## src/rtl/atahost_pio_sched.sv

```systemverilog
// atahost_pio_sched: shares one PIO timing controller between the command/control
// register port (r0) and the PIO data port (r1). Grants are round-robin. Each granted
// access latches the timing set, address and write data, issues a one-cycle go, and
// captures read data on the data strobe. A watchdog aborts cycles stalled on IORDY.
// All outputs come straight from flops.

module atahost_pio_sched #(
  parameter int unsigned TWIDTH  = 8,
  parameter int unsigned TOWIDTH = 16
) (
  input  logic                clk,
  input  logic                nReset,

  // timing sets, packed {T1,T2,T4,Teoc}, MSB first
  input  logic [4*TWIDTH-1:0] tim_cmd,
  input  logic [4*TWIDTH-1:0] tim_dev0,
  input  logic [4*TWIDTH-1:0] tim_dev1,
  input  logic [TOWIDTH-1:0]  tout,

  // requester 0: command/control register port
  input  logic                r0_req,
  input  logic                r0_we,
  input  logic [3:0]          r0_adr,
  input  logic [15:0]         r0_dat,
  output logic                r0_ack,

  // requester 1: PIO data port
  input  logic                r1_req,
  input  logic                r1_we,
  input  logic                r1_dev,
  input  logic [3:0]          r1_adr,
  input  logic [15:0]         r1_dat,
  output logic                r1_ack,

  output logic                err,
  output logic [15:0]         q,

  // timing controller interface
  output logic                pio_go,
  output logic                pio_we,
  output logic [TWIDTH-1:0]   pio_T1,
  output logic [TWIDTH-1:0]   pio_T2,
  output logic [TWIDTH-1:0]   pio_T4,
  output logic [TWIDTH-1:0]   pio_Teoc,
  output logic                pio_rst,
  input  logic                pio_done,
  input  logic                pio_dstrb,

  // ATA bus
  output logic [3:0]          ata_adr,
  output logic [15:0]         ata_dd_o,
  input  logic [15:0]         ata_dd_i
);

  typedef enum logic [2:0] {
    StIdle,
    StIssue,
    StWait,
    StAck,
    StAbort
  } state_e;

  state_e              state_q, state_d;

  // 1 = r1 was granted last (also identifies the owner of the access in flight)
  logic                last_q, last_d;

  logic [TOWIDTH-1:0]  cnt_q, cnt_d;
  logic [4*TWIDTH-1:0] tim_q, tim_d;
  logic [3:0]          adr_q, adr_d;
  logic [15:0]         dd_q, dd_d;
  logic                we_q, we_d;
  logic                go_q, go_d;
  logic                rst_q, rst_d;
  logic                ack0_q, ack0_d;
  logic                ack1_q, ack1_d;
  logic                err_q, err_d;
  logic [15:0]         rdat_q, rdat_d;

  logic                pick_r1;
  logic                wd_enable;
  logic                wd_expired;
  logic [TOWIDTH-1:0]  wd_limit;

  // r1 wins when it is alone, or when both ask and r0 was served last
  assign pick_r1    = r1_req & (~r0_req | ~last_q);

  assign wd_limit   = tout - TOWIDTH'(1);
  assign wd_enable  = (tout != '0);
  assign wd_expired = wd_enable & (cnt_q == wd_limit);

  // Next-state and next-output logic; every output register is rebuilt here
  always_comb begin
    state_d = state_q;
    last_d  = last_q;
    cnt_d   = cnt_q;
    tim_d   = tim_q;
    adr_d   = adr_q;
    dd_d    = dd_q;
    we_d    = we_q;
    rdat_d  = rdat_q;
    go_d    = 1'b0;
    rst_d   = 1'b0;
    ack0_d  = 1'b0;
    ack1_d  = 1'b0;
    err_d   = 1'b0;

    unique case (state_q)
      StIdle: begin
        if (r0_req || r1_req) begin
          state_d = StIssue;
          last_d  = pick_r1;
          go_d    = 1'b1;
          if (pick_r1) begin
            adr_d = r1_adr;
            dd_d  = r1_dat;
            we_d  = r1_we;
            tim_d = r1_dev ? tim_dev1 : tim_dev0;
          end else begin
            adr_d = r0_adr;
            dd_d  = r0_dat;
            we_d  = r0_we;
            tim_d = tim_cmd;
          end
        end
      end

      StIssue: begin
        state_d = StWait;
        cnt_d   = '0;
      end

      StWait: begin
        if (pio_dstrb && !we_q) begin
          rdat_d = ata_dd_i;
        end
        // done outranks the watchdog when both land on the same edge
        if (pio_done) begin
          state_d = StAck;
          ack0_d  = ~last_q;
          ack1_d  = last_q;
        end else if (wd_expired) begin
          state_d = StAbort;
          rst_d   = 1'b1;
          ack0_d  = ~last_q;
          ack1_d  = last_q;
          err_d   = 1'b1;
          // an aborted cycle never updates the read data
          rdat_d  = rdat_q;
        end else if (cnt_q != '1) begin
          cnt_d = cnt_q + TOWIDTH'(1);
        end
      end

      StAck, StAbort: begin
        state_d = StIdle;
      end

      default: begin
        state_d = StIdle;
      end
    endcase
  end

  // State and output registers with synchronous active-low reset
  always_ff @(posedge clk) begin
    if (!nReset) begin
      state_q <= StIdle;
      last_q  <= 1'b1;
      cnt_q   <= '0;
      tim_q   <= '0;
      adr_q   <= '0;
      dd_q    <= '0;
      we_q    <= 1'b0;
      rdat_q  <= '0;
      go_q    <= 1'b0;
      rst_q   <= 1'b0;
      ack0_q  <= 1'b0;
      ack1_q  <= 1'b0;
      err_q   <= 1'b0;
    end else begin
      state_q <= state_d;
      last_q  <= last_d;
      cnt_q   <= cnt_d;
      tim_q   <= tim_d;
      adr_q   <= adr_d;
      dd_q    <= dd_d;
      we_q    <= we_d;
      rdat_q  <= rdat_d;
      go_q    <= go_d;
      rst_q   <= rst_d;
      ack0_q  <= ack0_d;
      ack1_q  <= ack1_d;
      err_q   <= err_d;
    end
  end

  assign r0_ack   = ack0_q;
  assign r1_ack   = ack1_q;
  assign err      = err_q;
  assign q        = rdat_q;
  assign pio_go   = go_q;
  assign pio_we   = we_q;
  assign pio_rst  = rst_q;
  assign ata_adr  = adr_q;
  assign ata_dd_o = dd_q;

  assign pio_T1   = tim_q[4*TWIDTH-1 -: TWIDTH];
  assign pio_T2   = tim_q[3*TWIDTH-1 -: TWIDTH];
  assign pio_T4   = tim_q[2*TWIDTH-1 -: TWIDTH];
  assign pio_Teoc = tim_q[TWIDTH-1 -: TWIDTH];

endmodule

```

## config.mk

```make
export PLATFORM = sky130hd
export DESIGN_NAME = atahost_pio_sched
export DESIGN_NICKNAME = d
export VERILOG_FILES = /design/src/rtl/atahost_pio_sched.sv
export SDC_FILE = /design/constraint.sdc
export NUM_CORES = 1
export LEC_CHECK = 0
export ABC_AREA = 1
export BUFFER_PORTS_ARGS = -buffer_cell sky130_fd_sc_hd__buf_2
export CAP_MARGIN = 30
export CORE_MARGIN = 5
export CORE_UTILIZATION = 25
export DETAILED_ROUTE_END_ITERATION = 8
export PLACE_DENSITY_LB_ADDON = 0.3
export REMOVE_ABC_BUFFERS = 1
export SLEW_MARGIN = 10
export SYNTH_ARGS = -nofsm -noshare
export SYNTH_HDL_FRONTEND = slang
export SYNTH_SLANG_ARGS = --single-unit
```

## constraint.sdc

```tcl
create_clock -name clk -period 3.96 [get_ports clk]
set_input_delay 0 -clock clk [delete_from_list [all_inputs] [get_ports clk]]
set_output_delay 0 -clock clk [all_outputs]
set_load 0.02 [all_outputs]
```

=== After elaboration in Yosys (flattened, before gate mapping) ===
Cells that the tools add are included.

* Add/sub/neg operators: 2
* Reduce and logical (&&, ||, !) cells: 13
* Equality and inequality tests: 10
* Muxes and demuxes: 22
* Bitwise operators: 7

{| class="wikitable"
|+ Operator list
! kind !! count
|-
| 16-bit two-way mux || 7
|-
| 32-bit two-way mux || 2
|-
| 16-bit case mux with 2 select lines || 1
|-
| 16-bit by 1-bit adder with 16-bit output (second input constant) || 1
|-
| 16-bit equality test || 1
|-
| 16-bit != test (second input constant) || 1
|-
| 16-bit nonzero test || 1
|-
| 16-bit by 1-bit subtractor with 16-bit output (second input constant) || 1
|-
| 2-bit != test (second input constant) || 5
|-
| 2-bit AND reduction || 5
|-
| 3-bit two-way mux || 3
|-
| 3-bit case mux with 3 select lines || 1
|-
| 1-bit two-way mux || 7
|-
| 4-bit two-way mux || 1
|-
| 1-bit inverter || 4
|-
| 4-bit AND reduction || 1
|-
| 3-bit by 1-bit equality test with 1-bit output (second input constant) || 1
|-
| 3-bit by 2-bit equality test with 1-bit output (second input constant) || 1
|-
| 3-bit zero test || 1
|-
| 3-bit != test (second input constant) || 1
|-
| 3-bit OR reduction || 1
|-
| 1-bit AND || 2
|-
| 2-bit nonzero test || 1
|-
| 1-bit logical AND || 1
|-
| other kinds (3) || 3
|}

* Flip-flop bits (word level): 93
* Logic and storage cells: 66
* Input bits: 177

=== Depth between registers and ports, before layout ===
* Word-level depth: 6
* Depth in mapped cells: 18
* Depth with buffers taken out: 17

=== Worst setup path after synthesis ===
Ideal clock, no wire load.

* Path kind: reg2reg
* Start point: reg cnt_q[0]
* End point: reg cnt_q[0]
* Library setup time: 0.142 ns
* Arrival: 1.785 ns
* Cell stages (with the launch flop): 10
* Slack: 2.033 ns
* Clock period less this slack: 1.927 ns
* Path through: dfxtp_1 ha_1 nand2_1 nor2_1 nand2_1 o21ai_0 nand2_1 clkbuf_1 nand3_1 a21oi_2

* Longest elaborated chain between the ends: 5
* Elaborated cells between the ends (all ways): 11
* Those cells by class: add/sub: 1; eq/ne: 4; mux: 4; bitwise: 1; reduce/logical: 1

{| class="wikitable"
|+ RTL lines
! element !! line !! text
|-
| start, declared || 68 || <nowiki>logic [TOWIDTH-1:0] cnt_q, cnt_d;</nowiki>
|-
| start signal, assigned || 184 || <nowiki>cnt_q <= cnt_d;</nowiki>
|-
| 16-bit by 1-bit adder with 16-bit output || 151 || <nowiki>cnt_d = cnt_q + TOWIDTH'(1);</nowiki>
|-
| 16-bit two-way mux || 150 || <nowiki>end else if (cnt_q != '1) begin</nowiki>
|-
| 16-bit two-way mux || 142 || <nowiki>end else if (wd_expired) begin</nowiki>
|-
| 16-bit two-way mux || 138 || <nowiki>if (pio_done) begin</nowiki>
|-
| 16-bit case mux with 2 select lines || 108 || <nowiki>unique case (state_q)</nowiki>
|}

Several ways; a longest one is shown, not always the timed one. The select of a mux whose other input is x is not followed.
A chain may end at the register's enable or synchronous reset.

=== Worst setup path after layout ===
* Start point: reg cnt_q[0]
* End point: reg cnt_q[10]

The elaborated chain is that of the path after synthesis.

==> impl_results.md <==
* Status: finished, final reports clean
* Slew headroom at 0.4157
* Max Freq at 408.6 MHz
* Worst slew pin tran at slightly below 0.9 ns
* CTS tree: built
* Tcrit/Tclk final at 0.6180
* Met1 Use GR at 0.1895
* Clock Pin Slew Worst Setup and Hold Paths at 0.07 ns
* Post-synth top area share at 0.3438
* Final HPWL DP at 14900 um
* Post-route DRC at 0
* Post-layout util at 0.3933
* Synth Area in XOR/XNOR at 0.03558
* Cell taking the most area after synthesis: dfxtp_1
* MaxCap Viol Count at 0
* Syn. warnings at 0
* Most used DFF post-synth: dfxtp_1
* Slew Viols, Final at 0
* Via Count at 6481
* Std-Cell Rows at 53
* Final estimated routing congestion in global placement at roughly 0.86
* WP data required at 4.22 ns
* Die height at about 160 um
* Routed len/inst at about 15 um
* Post-Syn Area at between 5000 and 6000 sq um
* Post-synth EDFFs at 0
* Pin count of the biggest net entering global routing at 87
* H-tree Lvls at 3
* Post-placement cell count at 1274
* Hold Fails Final Rpt at 0
* Unrepaired setup endpoints after global routing: false
* Synth top area cells: dfxtp_1, nand2_1, o21ai_0
* Power Total at between 3 and 4 mW
* GRT Util Overall at 0.1623
* Cts bufs inserted at 9
* # nets final at ~1300
* Lkg Pwr at 3.900 nW
* First-pass GRT wire length at 32480 um
* IO buf count at 250
* Compound-Gate Fraction of Synth Area at 0.2253
* Starting density of the core at 0.2560
* Num Clock Sinks at 93
* FF-to-FF path depth at 9
* CTS Root Cell: clkbuf_16
* Initial antenna violation count at 5
* Max Fanout on Critical Path at 17
* Total Wirelength at 20670 um
* Largest family of logic cells by synthesized area: simple AND/OR/NAND/NOR gates
* Avg Vias per Cell at 4.596
* Final min period at between 2 and 2.5 ns
* Hold Path Class: in -> reg
* Fin area at 8319 sq um
* FFs w/ async S/R, synth at 0
* Number of global-route vias before repair at 6420
* Clock Skews at roughly 0.015 ns
* Buffer depth of the longest clock path at 2
* Synth Area in Adders at 0.006932
* Post-DRT Antenna Nets at 0
* Routing usage on met2 at 0.2813
* DP Area at 6859 sq um
* Grt ovf at 0
* Peak VDD IR at just over 0.2 mV
* Most Crowded Layer GR: met2
* Worst Path Class, Setup: reg -> reg
* CP Data Arrival Time at 2.71 ns
* Synth Area in Simple Gates at 0.2976
* Met3 Use GR at 0.04894
* Die ar. at 24700 sq um
* Layout cell share with drive strength beyond 1 at 0.3068
* Mux contribution to synthesized area at 0
* Final setup viols at 0
* Final Non-Filler Cells at 1410
* Synth unique cells at 36
* Most frequent cell after synthesis: nand2_1
* Yosys reg bits at 93
* Hold path depth at 3
* Post-synthesis sequential area ratio at 0.3438
* Initial DRT Pass Iterations at 5
* Critical path launch point type: flip-flop
* Core ar. at 21150 sq um
* Ports at between 200 and 300
* Chip width at 157.2 um
* Post-CTS setup buffer count at 0
* Area Overhead vs Synth at 53.63%
* Syn_area_per_cell at roughly 7 sq um
* CP endpoint kind: flip-flop
* Synth top cells by count: nand2_1, dfxtp_1, inv_1, nor2_1, o21ai_0
* Later-pin clock latency in the skew report at about 0.35 ns
* Pwr per Cell Area at around 370 nW/um^2
* Synthesized instance count at 789
* Iteration-0 DRC Markers at 348
[kinds of logic (layout without fill, tap and decap cells)]
kind of cell	Yosys count	count (layout)
DFF	93	93
adders and majority gates	3	3
AOI/OAI and AO/OA	204	204
and+or+nand+nor	346	346
other	0	4
xor gates and xnor gates	22	22
buffers and inverters	121	463
[repair_timing]
| item | CTS | global route |
|---|---|---|
| hold buffers | 116 | 0 |
| resized for setup | 0 | 0 |
| hold endpoints to repair | 71 | 0 |
[layer usage]
metal	vias to the layer above	part of all wire
li1	3310	-
met3	34	0.083
met1	2907	0.38
met2	228	0.51
met4	2	0.023
met5	-	0.00034
[critical path, stage by stage (launching register included)]
cell     delay (ns)
dfxtp_1        0.45
ha_1           0.28
nand2_1        0.09
nor2_1         0.20
nand2_1        0.13
o21ai_0        0.18
nand2_1        0.46
nand2_8        0.36
nand2_1        0.07
a21oi_1        0.13
[cell usage in the layout, fill, tap and decap left out, types with 5 or more instances in the layout]
master	Yosys	final
a21oi_1	56	56
a21oi_2	20	20
a31oi_1	33	33
buf_2	2	250
buf_4	2	7
clkbuf_16	0	9
dfxtp_1	93	93
dlygate4sd3_1	0	116
inv_1	67	67
inv_2	7	7
nand2_1	169	168
nand2_2	24	25
nand2_4	5	5
nand3_1	47	47
nand3b_1	5	5
nand4_1	9	9
nor2_1	64	63
nor2_2	7	7
nor2_4	5	6
o211ai_1	32	32
o21ai_0	60	60
xor2_1	18	18
[where the power goes]
| group | internal (mW) | total, mW | switching [mW] | leakage (nW) |
|---|---|---|---|---|
| logic | 0.451 | 1.11 | 0.654 | 2.99 |
| registers | 1.06 | 1.13 | 0.0638 | 0.764 |
| clock network | 0.454 | 0.854 | 0.400 | 0.142 |
[metrics by stage]
stage / setup WS, ns / hold WS (ns) / TNS (ns)
3_5_place_dp: 1.525 / 0.2587 / 0
3_3_place_gp: 1.576 / 0.2575 / 0
4_1_cts: 1.507 / 0.003199 / 0
5_1_grt: 1.235 / 0.02289 / 0
6_report: 1.513 / 0.01318 / 0
2_1_floorplan: -0.1947 / 0.07707 / -4.089
[sequential cells by signal, indices dropped and copies added (netlist names)]
signal	count
ata_adr	4
ata_dd_o	16
cnt_q	16
err	1
last_q	1
pio_go	1
pio_we	1
q	16
r0_ack	1
r1_ack	1
state_q	3
tim_q	32
[path summary, 6_finish.rpt]
| check | from | to | slack (ns) |
|---|---|---|---|
| hold / removal | tim_dev0[5] | tim_q[5] | 0.01 |
| setup / recovery | cnt_q[0] | cnt_q[10] | 1.51 |
| setup reg to reg | cnt_q[0] | cnt_q[10] | 1.51 |
| hold reg to reg | last_q | r0_ack | 0.45 |
[cell type report]
cell class | instances | area, sq um
repair buffers | 373 | 2465
inverters | 74 | 277.8
multi-input cells | 575 | 3072
diodes | 4 | 10.01
well taps | 275 | 344.1
flip-flops and latches | 93 | 1862
fillers | 2179 | 12830
clock inverters | 6 | 50.05
clock buffers | 10 | 239.0
(Power assumes the default switching activity.)
